## src/rtl/riscv_pkg.sv

```systemverilog
// Shared encodings for the RV32I multi-cycle controller and its ALU decoder.
package riscv_pkg;

  // Major opcodes (IR[6:0])
  localparam logic [6:0] OpLoad   = 7'd3;
  localparam logic [6:0] OpStore  = 7'd35;
  localparam logic [6:0] OpRType  = 7'd51;
  localparam logic [6:0] OpIType  = 7'd19;
  localparam logic [6:0] OpBranch = 7'd99;
  localparam logic [6:0] OpJal    = 7'd111;
  localparam logic [6:0] OpJalr   = 7'd103;
  localparam logic [6:0] OpLui    = 7'd55;

  // ALUcontrol
  localparam logic [2:0] AluAdd  = 3'b000;
  localparam logic [2:0] AluSub  = 3'b001;
  localparam logic [2:0] AluAnd  = 3'b010;
  localparam logic [2:0] AluOr   = 3'b011;
  localparam logic [2:0] AluXor  = 3'b100;
  localparam logic [2:0] AluSlt  = 3'b101;
  localparam logic [2:0] AluSltu = 3'b110;

  // Imsrc
  localparam logic [2:0] ImmI = 3'b000;
  localparam logic [2:0] ImmS = 3'b001;
  localparam logic [2:0] ImmB = 3'b010;
  localparam logic [2:0] ImmJ = 3'b011;
  localparam logic [2:0] ImmU = 3'b100;

  // resultsrc
  localparam logic [1:0] ResAluOut = 2'b00;
  localparam logic [1:0] ResMdr    = 2'b01;
  localparam logic [1:0] ResAlu    = 2'b10;
  localparam logic [1:0] ResImm    = 2'b11;

  // ALUsrcA / ALUsrcB
  localparam logic [1:0] SrcAPc    = 2'b00;
  localparam logic [1:0] SrcAOldPc = 2'b01;
  localparam logic [1:0] SrcAReg   = 2'b10;
  localparam logic [1:0] SrcBReg   = 2'b00;
  localparam logic [1:0] SrcBImm   = 2'b01;
  localparam logic [1:0] SrcBFour  = 2'b10;

  // Controller states
  typedef logic [3:0] state_t;
  localparam state_t StFetch    = 4'd0;
  localparam state_t StDecode   = 4'd1;
  localparam state_t StMemAdr   = 4'd2;
  localparam state_t StMemRead  = 4'd3;
  localparam state_t StMemWb    = 4'd4;
  localparam state_t StMemWrite = 4'd5;
  localparam state_t StExecR    = 4'd6;
  localparam state_t StExecI    = 4'd7;
  localparam state_t StAluWb    = 4'd8;
  localparam state_t StBranch   = 4'd9;
  localparam state_t StJal      = 4'd10;
  localparam state_t StJalr     = 4'd11;
  localparam state_t StLink     = 4'd12;
  localparam state_t StLui      = 4'd13;

  // Immediate format implied by the opcode
  function automatic logic [2:0] imm_src_for(input logic [6:0] opc);
    case (opc)
      OpStore:  return ImmS;
      OpBranch: return ImmB;
      OpJal:    return ImmJ;
      OpLui:    return ImmU;
      default:  return ImmI;
    endcase
  endfunction

endpackage

```

## src/rtl/alu_decoder.sv

```systemverilog
// Maps (opc, f3, f7) to an ALU operation and flags encodings the core does not support.
module alu_decoder
  import riscv_pkg::*;
(
  input  logic [6:0] opc_i,
  input  logic [2:0] f3_i,
  input  logic [6:0] f7_i,
  output logic [2:0] alu_ctrl_o,
  output logic       legal_o
);

  // Operation select and legality per opcode class
  always_comb begin
    alu_ctrl_o = AluAdd;
    legal_o    = 1'b0;
    case (opc_i)
      OpRType: begin
        case (f3_i)
          3'd0: begin
            if (f7_i == 7'd0) begin
              legal_o = 1'b1;
            end else if (f7_i == 7'd32) begin
              alu_ctrl_o = AluSub;
              legal_o    = 1'b1;
            end
          end
          3'd2: begin alu_ctrl_o = AluSlt;  legal_o = (f7_i == 7'd0); end
          3'd3: begin alu_ctrl_o = AluSltu; legal_o = (f7_i == 7'd0); end
          3'd6: begin alu_ctrl_o = AluOr;   legal_o = (f7_i == 7'd0); end
          3'd7: begin alu_ctrl_o = AluAnd;  legal_o = (f7_i == 7'd0); end
          default: ;
        endcase
      end
      OpIType: begin
        case (f3_i)
          3'd0: begin alu_ctrl_o = AluAdd;  legal_o = 1'b1; end
          3'd2: begin alu_ctrl_o = AluSlt;  legal_o = 1'b1; end
          3'd3: begin alu_ctrl_o = AluSltu; legal_o = 1'b1; end
          3'd4: begin alu_ctrl_o = AluXor;  legal_o = 1'b1; end
          3'd6: begin alu_ctrl_o = AluOr;   legal_o = 1'b1; end
          default: ;
        endcase
      end
      OpBranch: begin
        alu_ctrl_o = AluSub;
        legal_o    = (f3_i == 3'd0) || (f3_i == 3'd1) || (f3_i == 3'd4) || (f3_i == 3'd5);
      end
      OpLoad, OpStore: legal_o = (f3_i == 3'd2);
      OpJalr:          legal_o = (f3_i == 3'd0);
      OpJal, OpLui:    legal_o = 1'b1;
      default: ;
    endcase
  end

endmodule

```

## src/rtl/riscv_multicycle_controller.sv

```systemverilog
// Control FSM for the multi-cycle RV32I datapath: one state per cycle, memory stalls on mem_ready.
module riscv_multicycle_controller
  import riscv_pkg::*;
#(
  parameter int unsigned USE_MEM_READY = 1
) (
  input  logic       clk,
  input  logic       rst,
  input  logic       zero,
  input  logic       sign,
  input  logic [6:0] opc,
  input  logic [2:0] f3,
  input  logic [6:0] f7,
  input  logic       mem_ready,
  output logic       PCwrite,
  output logic       adrsrc,
  output logic       IRwrite,
  output logic       memwrite,
  output logic       regwrite,
  output logic [1:0] ALUsrcA,
  output logic [1:0] ALUsrcB,
  output logic [2:0] ALUcontrol,
  output logic [2:0] Imsrc,
  output logic [1:0] resultsrc,
  output logic       illegal
);

  state_t     state_q, state_d;
  logic [2:0] dec_alu_ctrl;
  logic       dec_legal;
  logic       rdy;

  alu_decoder u_alu_decoder (
    .opc_i      (opc),
    .f3_i       (f3),
    .f7_i       (f7),
    .alu_ctrl_o (dec_alu_ctrl),
    .legal_o    (dec_legal)
  );

  assign rdy = (USE_MEM_READY != 0) ? mem_ready : 1'b1;

  // Next-state and per-state outputs; everything is masked while rst is high
  always_comb begin
    state_d    = state_q;
    PCwrite    = 1'b0;
    adrsrc     = 1'b0;
    IRwrite    = 1'b0;
    memwrite   = 1'b0;
    regwrite   = 1'b0;
    ALUsrcA    = SrcAPc;
    ALUsrcB    = SrcBReg;
    ALUcontrol = AluAdd;
    Imsrc      = ImmI;
    resultsrc  = ResAluOut;
    illegal    = 1'b0;

    case (state_q)
      StFetch: begin
        ALUsrcB   = SrcBFour;
        resultsrc = ResAlu;
        // PC and IR only update on the completing cycle so a stall never double-increments
        if (rdy) begin
          IRwrite = 1'b1;
          PCwrite = 1'b1;
          state_d = StDecode;
        end
      end
      StDecode: begin
        ALUsrcA = SrcAOldPc;
        ALUsrcB = SrcBImm;
        Imsrc   = imm_src_for(opc);
        if (!dec_legal) begin
          illegal = 1'b1;
          state_d = StFetch;
        end else begin
          case (opc)
            OpLoad, OpStore: state_d = StMemAdr;
            OpRType:         state_d = StExecR;
            OpIType:         state_d = StExecI;
            OpBranch:        state_d = StBranch;
            OpJal:           state_d = StJal;
            OpJalr:          state_d = StJalr;
            OpLui:           state_d = StLui;
            default:         state_d = StFetch;
          endcase
        end
      end
      StMemAdr: begin
        ALUsrcA = SrcAReg;
        ALUsrcB = SrcBImm;
        Imsrc   = imm_src_for(opc);
        state_d = (opc == OpStore) ? StMemWrite : StMemRead;
      end
      StMemRead: begin
        adrsrc = 1'b1;
        if (rdy) state_d = StMemWb;
      end
      StMemWb: begin
        resultsrc = ResMdr;
        regwrite  = 1'b1;
        state_d   = StFetch;
      end
      StMemWrite: begin
        adrsrc   = 1'b1;
        memwrite = 1'b1;
        if (rdy) state_d = StFetch;
      end
      StExecR: begin
        ALUsrcA    = SrcAReg;
        ALUcontrol = dec_alu_ctrl;
        state_d    = StAluWb;
      end
      StExecI: begin
        ALUsrcA    = SrcAReg;
        ALUsrcB    = SrcBImm;
        ALUcontrol = dec_alu_ctrl;
        state_d    = StAluWb;
      end
      StAluWb: begin
        regwrite = 1'b1;
        state_d  = StFetch;
      end
      StBranch: begin
        ALUsrcA    = SrcAReg;
        ALUcontrol = AluSub;
        case (f3)
          3'd0:    PCwrite = zero;
          3'd1:    PCwrite = ~zero;
          3'd4:    PCwrite = sign;
          3'd5:    PCwrite = ~sign;
          default: PCwrite = 1'b0;
        endcase
        state_d = StFetch;
      end
      StJal: begin
        PCwrite = 1'b1;
        state_d = StLink;
      end
      StJalr: begin
        ALUsrcA   = SrcAReg;
        ALUsrcB   = SrcBImm;
        resultsrc = ResAlu;
        PCwrite   = 1'b1;
        state_d   = StLink;
      end
      StLink: begin
        // rd <= OldPC + 4
        ALUsrcA   = SrcAOldPc;
        ALUsrcB   = SrcBFour;
        resultsrc = ResAlu;
        regwrite  = 1'b1;
        state_d   = StFetch;
      end
      StLui: begin
        Imsrc     = ImmU;
        resultsrc = ResImm;
        regwrite  = 1'b1;
        state_d   = StFetch;
      end
      default: state_d = StFetch;
    endcase

    if (rst) begin
      PCwrite    = 1'b0;
      adrsrc     = 1'b0;
      IRwrite    = 1'b0;
      memwrite   = 1'b0;
      regwrite   = 1'b0;
      ALUsrcA    = SrcAPc;
      ALUsrcB    = SrcBReg;
      ALUcontrol = AluAdd;
      Imsrc      = ImmI;
      resultsrc  = ResAluOut;
      illegal    = 1'b0;
    end
  end

  // State register
  always_ff @(posedge clk or posedge rst) begin
    if (rst) state_q <= StFetch;
    else     state_q <= state_d;
  end

endmodule

```

## config.mk

```make
export PLATFORM = sky130hd
export DESIGN_NAME = riscv_multicycle_controller
export DESIGN_NICKNAME = d
export VERILOG_FILES = /design/src/rtl/riscv_pkg.sv /design/src/rtl/alu_decoder.sv /design/src/rtl/riscv_multicycle_controller.sv
export SDC_FILE = /design/constraint.sdc
export NUM_CORES = 1
export LEC_CHECK = 0
export ABC_CLOCK_PERIOD_IN_PS = 1700
export BUFFER_PORTS_ARGS = -buffer_cell sky130_fd_sc_hd__buf_4
export CORE_UTILIZATION = 40
export CTS_BUF_LIST = sky130_fd_sc_hd__clkbuf_2
export DETAILED_ROUTE_END_ITERATION = 10
export PLACE_DENSITY = 0.7
export SYNTH_ARGS = -nofsm -noshare
export SYNTH_HDL_FRONTEND = slang
export SYNTH_SLANG_ARGS = --single-unit
```

## constraint.sdc

```tcl
create_clock -name clk -period 1.7 [get_ports clk]
set_input_delay 0.17 -clock clk [delete_from_list [all_inputs] [get_ports clk]]
set_output_delay 0.17 -clock clk [all_outputs]
set_load 0.005 [all_outputs]
```

==> results of run 1 <==
==> layer usage <==
| metal | global-route usage | vias to the layer above | wire length [um] |
|---|---|---|---|
| li1 | - | 595 | - |
| met1 | 0.256 | 552 | 1170 |
| met2 | 0.459 | 46 | 1460 |
| met3 | 0.0218 | 6 | 140 |
| met4 | 0.0931 | 0 | 55 |
| met5 | 0 | - | 0 |
==> cell usage after synthesis (all sizes together) (2+ instances only) <==
library cell  instances  area, um^2
nor3                  7        40.0
inv                   9        33.8
nor2b                 2        15.0
a22oi                 4        30.0
nand2b                2        12.5
a21oi                10        53.8
nor4                  4        40.0
a211oi                2        15.0
buf                   7        33.8
nand3                 3        20.0
and3                  3        18.8
mux2i                 2        20.0
nand4                 3        18.8
a31oi                 3        18.8
o21ai                 5        25.0
nor2                 18        67.6
xor2                  2        17.5
dfrtp                 4         100
nand2                 9        33.8
xnor2                 4        35.0
clkbuf                2        7.51
and3b                 2        17.5
o22ai                 2        12.5
o31ai                 4        30.0
o211ai                3        22.5
==> power by group <==
group          total [mW]  leakage [nW]  switching [mW]  internal (mW)
sequential          0.100        0.0527         0.00280         0.0975
clock              0.0855        0.0125          0.0381         0.0474
combinational       0.197         0.573           0.100         0.0971
total               0.383         0.638           0.141          0.242
==> critical path, stage by stage, from the launching register on <==
cell and delay (ns):
dfrtp_1 0.39, inv_2 0.07, nand2_2 0.06, or4_4 0.49, a311oi_2 0.20, buf_4 0.14
==> area by class of cell <==
| cell class | instances | area, um^2 | share of cell area |
|---|---|---|---|
| multi-input cells | 110 | 764 | 0.551 |
| repair buffers | 58 | 439 | 0.317 |
| flip-flops and latches | 4 | 101 | 0.0730 |
| inverters | 9 | 33.8 | 0.0243 |
| well taps | 27 | 33.8 | 0.0243 |
| clock buffers | 3 | 15.0 | 0.0108 |
==> cells by family after synthesis <==
logic type | count (synthesis)
AO/OA/AOI/OAI | 41
multiplexers | 2
buffers and inverters | 18
flip-flops | 4
XOR/XNOR | 6
AND/OR/NAND/NOR | 61
==> how the worst max path moves through the flow <==
stage               endpoint  depth (start not counted)
2_1_floorplan  ALUcontrol[1]                          5
3_3_place_gp   ALUcontrol[1]                          6
3_5_place_dp         illegal                          7
4_1_cts        ALUcontrol[1]                          5
5_1_grt             Imsrc[1]                          6
6_report       ALUcontrol[1]                          5
==> what timing repair did <==
item	CTS	global route
cloned	0	0
gates resized for setup	10	4
setup endpoints to repair	7	8
buffers inserted	2	4
pin swaps	6	2
==> insert_results.sql, run 1 <==
INSERT INTO impl_metrics (metric_group, metric, value, unit) VALUES
('global_routing', 'grt_use_total', '0.236', ''),
('clock_tree', 'cts_made_buffers', '3', ''),
('synthesis', 'synth-async-reset-ratio', '1.00', ''),
('global_routing', 'first_global_vias', '1096', ''),
('synthesis', 'yosys-mux-area-fraction', '0.0223', ''),
('sta', 'timing_max_transition_violations_final', '0', ''),
('placement', 'placed_cell_area', '0.00128', 'mm^2'),
('synthesis', 'synth.lib_cells_used.distinct', '49', ''),
('cells_and_area', 'final_core_utilization', '0.680', ''),
('sta', 'relSlewSlack', '0.748', ''),
('synthesis', 'synth_top_flop_cell', 'dfrtp_1', ''),
('outcome', 'status', 'complete, but fails checks', ''),
('synthesis', 'combinational_family_with_the_most_area_after_synthesis', 'simple AND/OR/NAND/NOR gates', ''),
('clock_tree', 'clock_sink_count', '4', ''),
('detailed_routing', 'route.detailed.vias_per_inst', '5.68', ''),
('worst_setup_path', 'endpoint_of_the_most_critical_register_to_register_path', 'state_q[0]$_DFFE_PP0P_', ''),
('cells_and_area', 'max_flop_register', 'state_q', ''),
('power', 'leak_pwr', '0.638', 'nW'),
('outcome', 'failing_checks', 'setup timing', ''),
('synthesis', 'post_synth_instance_area', '896', 'um^2'),
('worst_setup_path', 'cp-startpoint', 'state_q[3]$_DFFE_PP0P_', ''),
('clock_tree', 'clkTransAtPathRegs', '0.04', 'ns'),
('sta', 'setup-tns-final', '-0.0527', 'ns'),
('detailed_routing', 'via_count', '1199', ''),
('detailed_routing', 'wl', '2830', 'um'),
('job', 'timing.max_cap.violations', '0', ''),
('synthesis', 'synth_seq_cells', '4', ''),
('global_routing', 'grt_pass1_wl', '4570', 'um'),
('sta', 'post-route-worst-setup-slack', '-0.0227', 'ns'),
('detailed_routing', 'iter_0_drt_violations', '32', ''),
('worst_setup_path', 'setup.worst_path.class', 'flop to primary output', ''),
('detailed_routing', 'drc', '0', ''),
('synthesis', 'yosys_warnings', '0', ''),
('clock_tree', 'cts.root.buffer_cell', 'clkbuf_2', ''),
('power', 'total_power', '0.383', 'mW'),
('floorplanning', 'chipWidth', '49.3', 'um'),
('sta', 'period_utilization_post_route', '1.01', ''),
('cells_and_area', 'post_route_cells_drive_above_1_share', '0.457', ''),
('synthesis', 'post_synth_adder_cell_area', '0', ''),
('detailed_routing', 'routedWlPerCell', '13.4', 'um'),
('synthesis', 'synthXorXnorAreaFrac', '0.0587', ''),
('detailed_routing', 'ant_nets', '0', ''),
('worst_setup_path', 'r2r_slack', '0.29', 'ns'),
('sta', 'timing_worst_slew_pin_value', '0.375', 'ns'),
('clock_tree', 'clk-insertion-delay-late', '0.20', 'ns'),
('synthesis', 'synth-seq-area-share', '0.112', ''),
('floorplanning', 'die_y', '49.3', 'um'),
('worst_setup_path', 'regToRegStartpoint', 'state_q[1]$_DFFE_PP0P_', ''),
('sta', 'clock.fmax', '0.580', 'GHz'),
('clock_tree', 'cts_hold_buffers', '0', ''),
('cells_and_area', 'final_cell_mix', 'buf_4, nor2_1, a21oi_1', ''),
('cells_and_area', 'syn_to_final_growth', '54.9', '%'),
('worst_setup_path', 'worst_setup_path_start_kind', 'flop', ''),
('detailed_routing', 'detail_route.first_pass.iterations', '4', ''),
('synthesis', 'number_of_synthesized_flops_with_an_enable_pin', '0', ''),
('synthesis', 'synth_simple_gate_area_share', '0.397', ''),
('worst_setup_path', 'cp.required', '1.53', 'ns'),
('global_routing', 'grt_remaining_overflow', '0', ''),
('worst_setup_path', 'crit_path_max_fanout', '2', ''),
('worst_setup_path', 'rr_worst_depth', '5', ''),
('sta', 'setup_violations', '3', ''),
('floorplanning', 'initial_core_utilization', '0.439', ''),
('power', 'power.ir.vdd_worst', '204', 'uV'),
('synthesis', 'mappedNetlistNets', '154', ''),
('floorplanning', 'floorplan.die_area', '0.00243', 'mm^2'),
('sta', 'clock_skew', '0.00110', 'ns'),
('placement', 'placedCellCount', '202', ''),
('cells_and_area', 'layout_commonest_cell', 'buf_4', ''),
('placement', 'gp_congestion', '0.897', ''),
('worst_setup_path', 'arrival', '1.55', 'ns'),
('cells_and_area', 'largest_reg_flops', '4', '');
No activity file was read; power rests on OpenSTA's default activity.
==> run 2: changes to the inputs <==
--- a/config.mk
+++ b/config.mk
@@ -7,10 +7,13 @@
 export LEC_CHECK = 0
 export ABC_CLOCK_PERIOD_IN_PS = 1700
 export BUFFER_PORTS_ARGS = -buffer_cell sky130_fd_sc_hd__buf_4
-export CORE_UTILIZATION = 40
+export CELL_PAD_IN_SITES_DETAIL_PLACEMENT = 1
+export CELL_PAD_IN_SITES_GLOBAL_PLACEMENT = 1
+export CORE_UTILIZATION = 33
 export CTS_BUF_LIST = sky130_fd_sc_hd__clkbuf_2
 export DETAILED_ROUTE_END_ITERATION = 10
-export PLACE_DENSITY = 0.7
+export PLACE_DENSITY_LB_ADDON = 0.1
 export SYNTH_ARGS = -nofsm -noshare
 export SYNTH_HDL_FRONTEND = slang
 export SYNTH_SLANG_ARGS = --single-unit
+export TNS_END_PERCENT = 30
==> constraint.sdc (replaced) <==
create_clock -name clk -period 1.7 [get_ports clk]
set_input_delay 0.17 -clock clk [delete_from_list [all_inputs] [get_ports clk]]
set_output_delay 0.17 -clock clk [all_outputs]
set_load 0.1 [all_outputs]
==> run 2 against run 1 <==
  * Synthesized cell count unchanged
  * Synthesized area unchanged
  * The run now fails in clock tree synthesis (4_1_cts)
==> insert_results.sql, run 2 <==
INSERT INTO impl_metrics (metric_group, metric, value, unit) VALUES
('outcome', 'status', 'did not finish', ''),
('outcome', 'stop_stage', 'clock tree synthesis (4_1_cts)', ''),
('outcome', 'tool.error', '[ERROR DPL-0033] detailed placement checks failed during check placement.', ''),
('clock_tree', 'cts_made_buffers', '3', ''),
('synthesis', 'synth_seq_cells', '4', ''),
('floorplanning', 'row_count', '18', ''),
('synthesis', 'synth_top_flop_cell', 'dfrtp_1', ''),
('clock_tree', 'cts_post_setup_buffers_inserted', '3', ''),
('placement', 'gp_congestion', '0.826', ''),
('placement', 'port_buffers', '39', ''),
('clock_tree', 'htreeDepth', '1', ''),
('clock_tree', 'cts_hold_buffers', '0', ''),
('synthesis', 'yosys_warnings', '0', ''),
('clock_tree', 'clock_sink_count', '4', ''),
('synthesis', 'synth.lib_cells_used.distinct', '49', ''),
('synthesis', 'post_synth_instance_area', '896', 'um^2'),
('synthesis', 'mappedNetlistNets', '154', ''),
('floorplanning', 'die_y', '54.1', 'um'),
('floorplanning', 'chipWidth', '54.1', 'um'),
('floorplanning', 'floorplan.io_pins', '40', ''),
('synthesis', 'synth_top_cells_by_area', 'dfrtp_1, nor2_1, a21oi_1', ''),
('synthesis', 'number_of_synthesized_flops_with_an_enable_pin', '0', ''),
('synthesis', 'syn_avg_cell_area', '6.79', 'um^2'),
('clock_tree', 'cts.root.buffer_cell', 'clkbuf_2', ''),
('floorplanning', 'initial_core_utilization', '0.355', ''),
('synthesis', 'synth-async-reset-ratio', '1.00', ''),
('synthesis', 'synth.most_common_cell', 'nor2_1', ''),
('synthesis', 'netlist_top_cells_count', 'nor2_1, a21oi_1, nand2_1', ''),
('placement', 'detailed_place_hpwl', '3520', 'um'),
('placement', 'placed_cell_area', '0.00163', 'mm^2'),
('placement', 'dpl_worst_slack', '-0.110', 'ns'),
('clock_tree', 'post_cts.resized_instances', '54', ''),
('synthesis', 'synthDominantAreaCellType', 'dfrtp_1', ''),
('synthesis', 'synth-seq-area-share', '0.112', ''),
('synthesis', 'post-synth-top-area-fraction', '0.112', ''),
('clock_tree', 'clock_tree_buffer_depth', '2', ''),
('synthesis', 'synth_cells', '132', '');
-- run 2: cell counts after synthesis --
No cell type changed its count.
-- run 2: kinds of logic after synthesis --
logic type	Yosys count	synth area share
flip-flops	4	0.112
AND/OR/NAND/NOR	61	0.397
AO/OA/AOI/OAI	41	0.327
XOR/XNOR	6	0.0587
buffers and inverters	18	0.0838
multiplexers	2	0.0223
-- run 2: per-stage QoR --
step	utilization	TNS, ns	instances	hold WS [ns]
detailed placement	0.648	-0.385	232	0.421
global placement	0.648	-0.158	232	0.406
floorplan	-	-4.81	132	-0.0472
==> run 3: changes to the inputs <==
--- a/config.mk
+++ b/config.mk
@@ -7,12 +7,10 @@
 export LEC_CHECK = 0
 export ABC_CLOCK_PERIOD_IN_PS = 1700
 export BUFFER_PORTS_ARGS = -buffer_cell sky130_fd_sc_hd__buf_4
-export CELL_PAD_IN_SITES_DETAIL_PLACEMENT = 1
-export CELL_PAD_IN_SITES_GLOBAL_PLACEMENT = 1
-export CORE_UTILIZATION = 33
-export CTS_BUF_LIST = sky130_fd_sc_hd__clkbuf_2
+export CORE_AREA = 2 2 63 65
 export DETAILED_ROUTE_END_ITERATION = 10
-export PLACE_DENSITY_LB_ADDON = 0.1
+export DIE_AREA = 0 0 65 67
+export PLACE_DENSITY_LB_ADDON = 0.15
 export SYNTH_ARGS = -nofsm -noshare
 export SYNTH_HDL_FRONTEND = slang
 export SYNTH_SLANG_ARGS = --single-unit
==> run 3 against run 2 <==
  * The flow now finishes, with violations (setup timing)
==> insert_results.sql, run 3 (synthesis results as in run 1) <==
INSERT INTO impl_metrics (metric_group, metric, value, unit) VALUES
('sta', 'period_utilization_post_route', '1.14', ''),
('clock_tree', 'clock_sink_count', '4', ''),
('power', 'leak_pwr', '0.859', 'nW'),
('worst_setup_path', 'setup.worst_path.class', 'flop to primary output', ''),
('detailed_routing', 'highest-signal-layer', 'met4', ''),
('floorplanning', 'core_region_area', '0.00361', 'mm^2'),
('clock_tree', 'htreeDepth', '1', ''),
('worst_setup_path', 'rr_worst_depth', '6', ''),
('cells_and_area', 'largestRegisters', 'state_q: 4 flops', ''),
('placement', 'gp_congestion', '0.809', ''),
('cells_and_area', 'max_flop_register', 'state_q', ''),
('floorplanning', 'row_count', '22', ''),
('outcome', 'status', 'complete, but fails checks', ''),
('power', 'power.ir.vdd_worst', '145', 'uV'),
('floorplanning', 'chipWidth', '65', 'um'),
('cells_and_area', 'insertedDiodeCount', '0', ''),
('clock_tree', 'clock_tree_buffer_depth', '2', ''),
('sta', 'clock_skew', '0.00253', 'ns'),
('sta', 'rsz0062_at_grt', 'yes', ''),
('cells_and_area', 'final-seq-area', '101', 'um^2'),
('sta', 'setup_violations', '14', ''),
('global_routing', 'grt_use_total', '0.169', ''),
('cells_and_area', 'final_cell_mix', 'buf_4, buf_12, nor2_1', ''),
('sta', 'finalHoldViolations', '0', ''),
('global_routing', 'first_global_vias', '1297', ''),
('cells_and_area', 'largest_reg_flops', '4', ''),
('sta', 'relSlewSlack', '0.720', ''),
('sta', 'hold_ws', '0.204', 'ns'),
('cells_and_area', 'area_of_the_multi_input_gates', '921', 'um^2'),
('placement', 'port_buffers', '39', ''),
('worst_setup_path', 'regToRegStartpoint', 'state_q[2]$_DFFE_PP0P_', ''),
('placement', 'placedCellCount', '256', ''),
('sta', 'min_period', '1.93', 'ns'),
('global_routing', 'grt_remaining_overflow', '0', ''),
('detailed_routing', 'met2_wirelength', '1910', 'um'),
('worst_setup_path', 'cp.required', '1.53', 'ns'),
('floorplanning', 'floorplan.die_area', '0.00436', 'mm^2'),
('worst_hold_path', 'holdCritPathClass', 'input pin to async pin', ''),
('global_routing', 'grt_max_degree', '13', ''),
('clock_tree', 'cts_tree', 'built', ''),
('detailed_routing', 'met3_wirelength', '108', 'um'),
('detailed_routing', 'routedWlPerCell', '13.3', 'um'),
('cells_and_area', 'post_route_cells_drive_above_1_share', '0.606', ''),
('worst_setup_path', 'endpoint_of_the_most_critical_register_to_register_path', 'state_q[0]$_DFFE_PP0P_', ''),
('placement', 'dpl_worst_slack', '-0.108', 'ns'),
('detailed_routing', 'drc', '0', ''),
('detailed_routing', 'ant_nets', '0', ''),
('clock_tree', 'clk-insertion-delay-late', '0.22', 'ns'),
('sta', 'clock.fmax', '0.518', 'GHz'),
('sta', 'timing_worst_slew_pin_value', '0.418', 'ns'),
('detailed_routing', 'iter_0_drt_violations', '24', ''),
('placement', 'placed_cell_area', '0.00171', 'mm^2'),
('clock_tree', 'cts.root.buffer_cell', 'clkbuf_8', ''),
('cells_and_area', 'layout_commonest_cell', 'buf_4', ''),
('worst_setup_path', 'crit_path_max_fanout', '6', ''),
('floorplanning', 'initial_core_utilization', '0.248', ''),
('cells_and_area', 'final_nets', '237', ''),
('clock_tree', 'clkTransAtPathRegs', '0.03', 'ns'),
('clock_tree', 'cts_made_buffers', '3', ''),
('placement', 'detailed_place_hpwl', '2830', 'um'),
('cells_and_area', 'final_area', '0.00202', 'mm^2'),
('cells_and_area', 'layout.cells.non_filler', '261', ''),
('cells_and_area', 'fillCellCount', '353', ''),
('worst_setup_path', 'timing.critical_path.to_type', 'primary output', ''),
('worst_setup_path', 'worst_setup_path_start_kind', 'flop', ''),
('sta', 'setup-tns-final', '-1.56', 'ns'),
('power', 'power_density', '326', 'mW/mm^2'),
('worst_setup_path', 'r2r_slack', '0.13', 'ns'),
('global_routing', 'grt_pass1_wl', '5740', 'um'),
('cells_and_area', 'syn_to_final_growth', '126', '%'),
('worst_setup_path', 'arrival', '1.76', 'ns'),
('floorplanning', 'die_y', '67', 'um'),
('detailed_routing', 'route.detailed.vias_per_inst', '4.98', ''),
('global_routing', 'number_of_antenna_violations_at_the_first_check_in_global_routing', '0', ''),
('detailed_routing', 'drt-met1-wl', '1430', 'um'),
('detailed_routing', 'detail_route.first_pass.iterations', '4', ''),
('outcome', 'failing_checks', 'setup timing', ''),
('detailed_routing', 'via_count', '1300', ''),
('floorplanning', 'floorplan.io_pins', '40', ''),
('job', 'timing.max_cap.violations', '0', ''),
('detailed_routing', 'wl', '3480', 'um'),
('sta', 'post-route-worst-setup-slack', '-0.232', 'ns'),
('sta', 'timing_max_transition_violations_final', '0', '');
-- run 3: layout make-up --
class	count	share of cell area
multi-input cells	110	0.455
repair buffers	87	0.426
flip-flops and latches	4	0.0501
well taps	48	0.0297
clock buffers	3	0.0204
inverters	9	0.0179
-- run 3: where the power goes --
group | internal, mW | switching, mW | leakage [nW] | total (mW)
Sequential | 0.0977 | 0.00280 | 0.0527 | 0.101
Combinational | 0.156 | 0.204 | 0.785 | 0.359
Clock | 0.151 | 0.0483 | 0.0216 | 0.199
-- run 3: worst max-delay path by stage --
stage	start	to	cells past startpoint
after floorplan	state_q[3]$_DFFE_PP0P_	ALUcontrol[1]	5
after global placement	f3[1]	illegal	7
after detailed placement	state_q[2]$_DFFE_PP0P_	PCwrite	6
after CTS	state_q[2]$_DFFE_PP0P_	Imsrc[1]	5
after global routing	state_q[2]$_DFFE_PP0P_	ALUsrcB[0]	7
final	state_q[2]$_DFFE_PP0P_	ALUsrcB[0]	7
-- run 3: what timing repair did --
item | CTS | global route
setup endpoints to repair | 18 | 19
hold buffers | 0 | 0
gates resized for setup | 34 | 26
pin swaps | 4 | 6
buffers inserted | 1 | 1
-- run 3: layer usage --
metal  up-vias  track usage
li1        655            -
met1       607        0.193
met2        34        0.329
met3         4       0.0118
met4         0       0.0559
met5         -            0
-- run 3: stage by stage --
stage	total power [mW]	utilization
6_report	0.659	0.561
5_1_grt	0.694	0.561
3_5_place_dp	0.425	0.475
3_3_place_gp	0.423	0.475
2_1_floorplan	0.288	-
4_1_cts	0.646	0.526
-- run 3: worst max-delay path: stages, from the launching register on --
cell	delay, ns
dfrtp_2	0.45
buf_12	0.15
or2_4	0.24
buf_6	0.12
o21ai_2	0.13
a22oi_2	0.10
nor2_2	0.15
buf_12	0.19
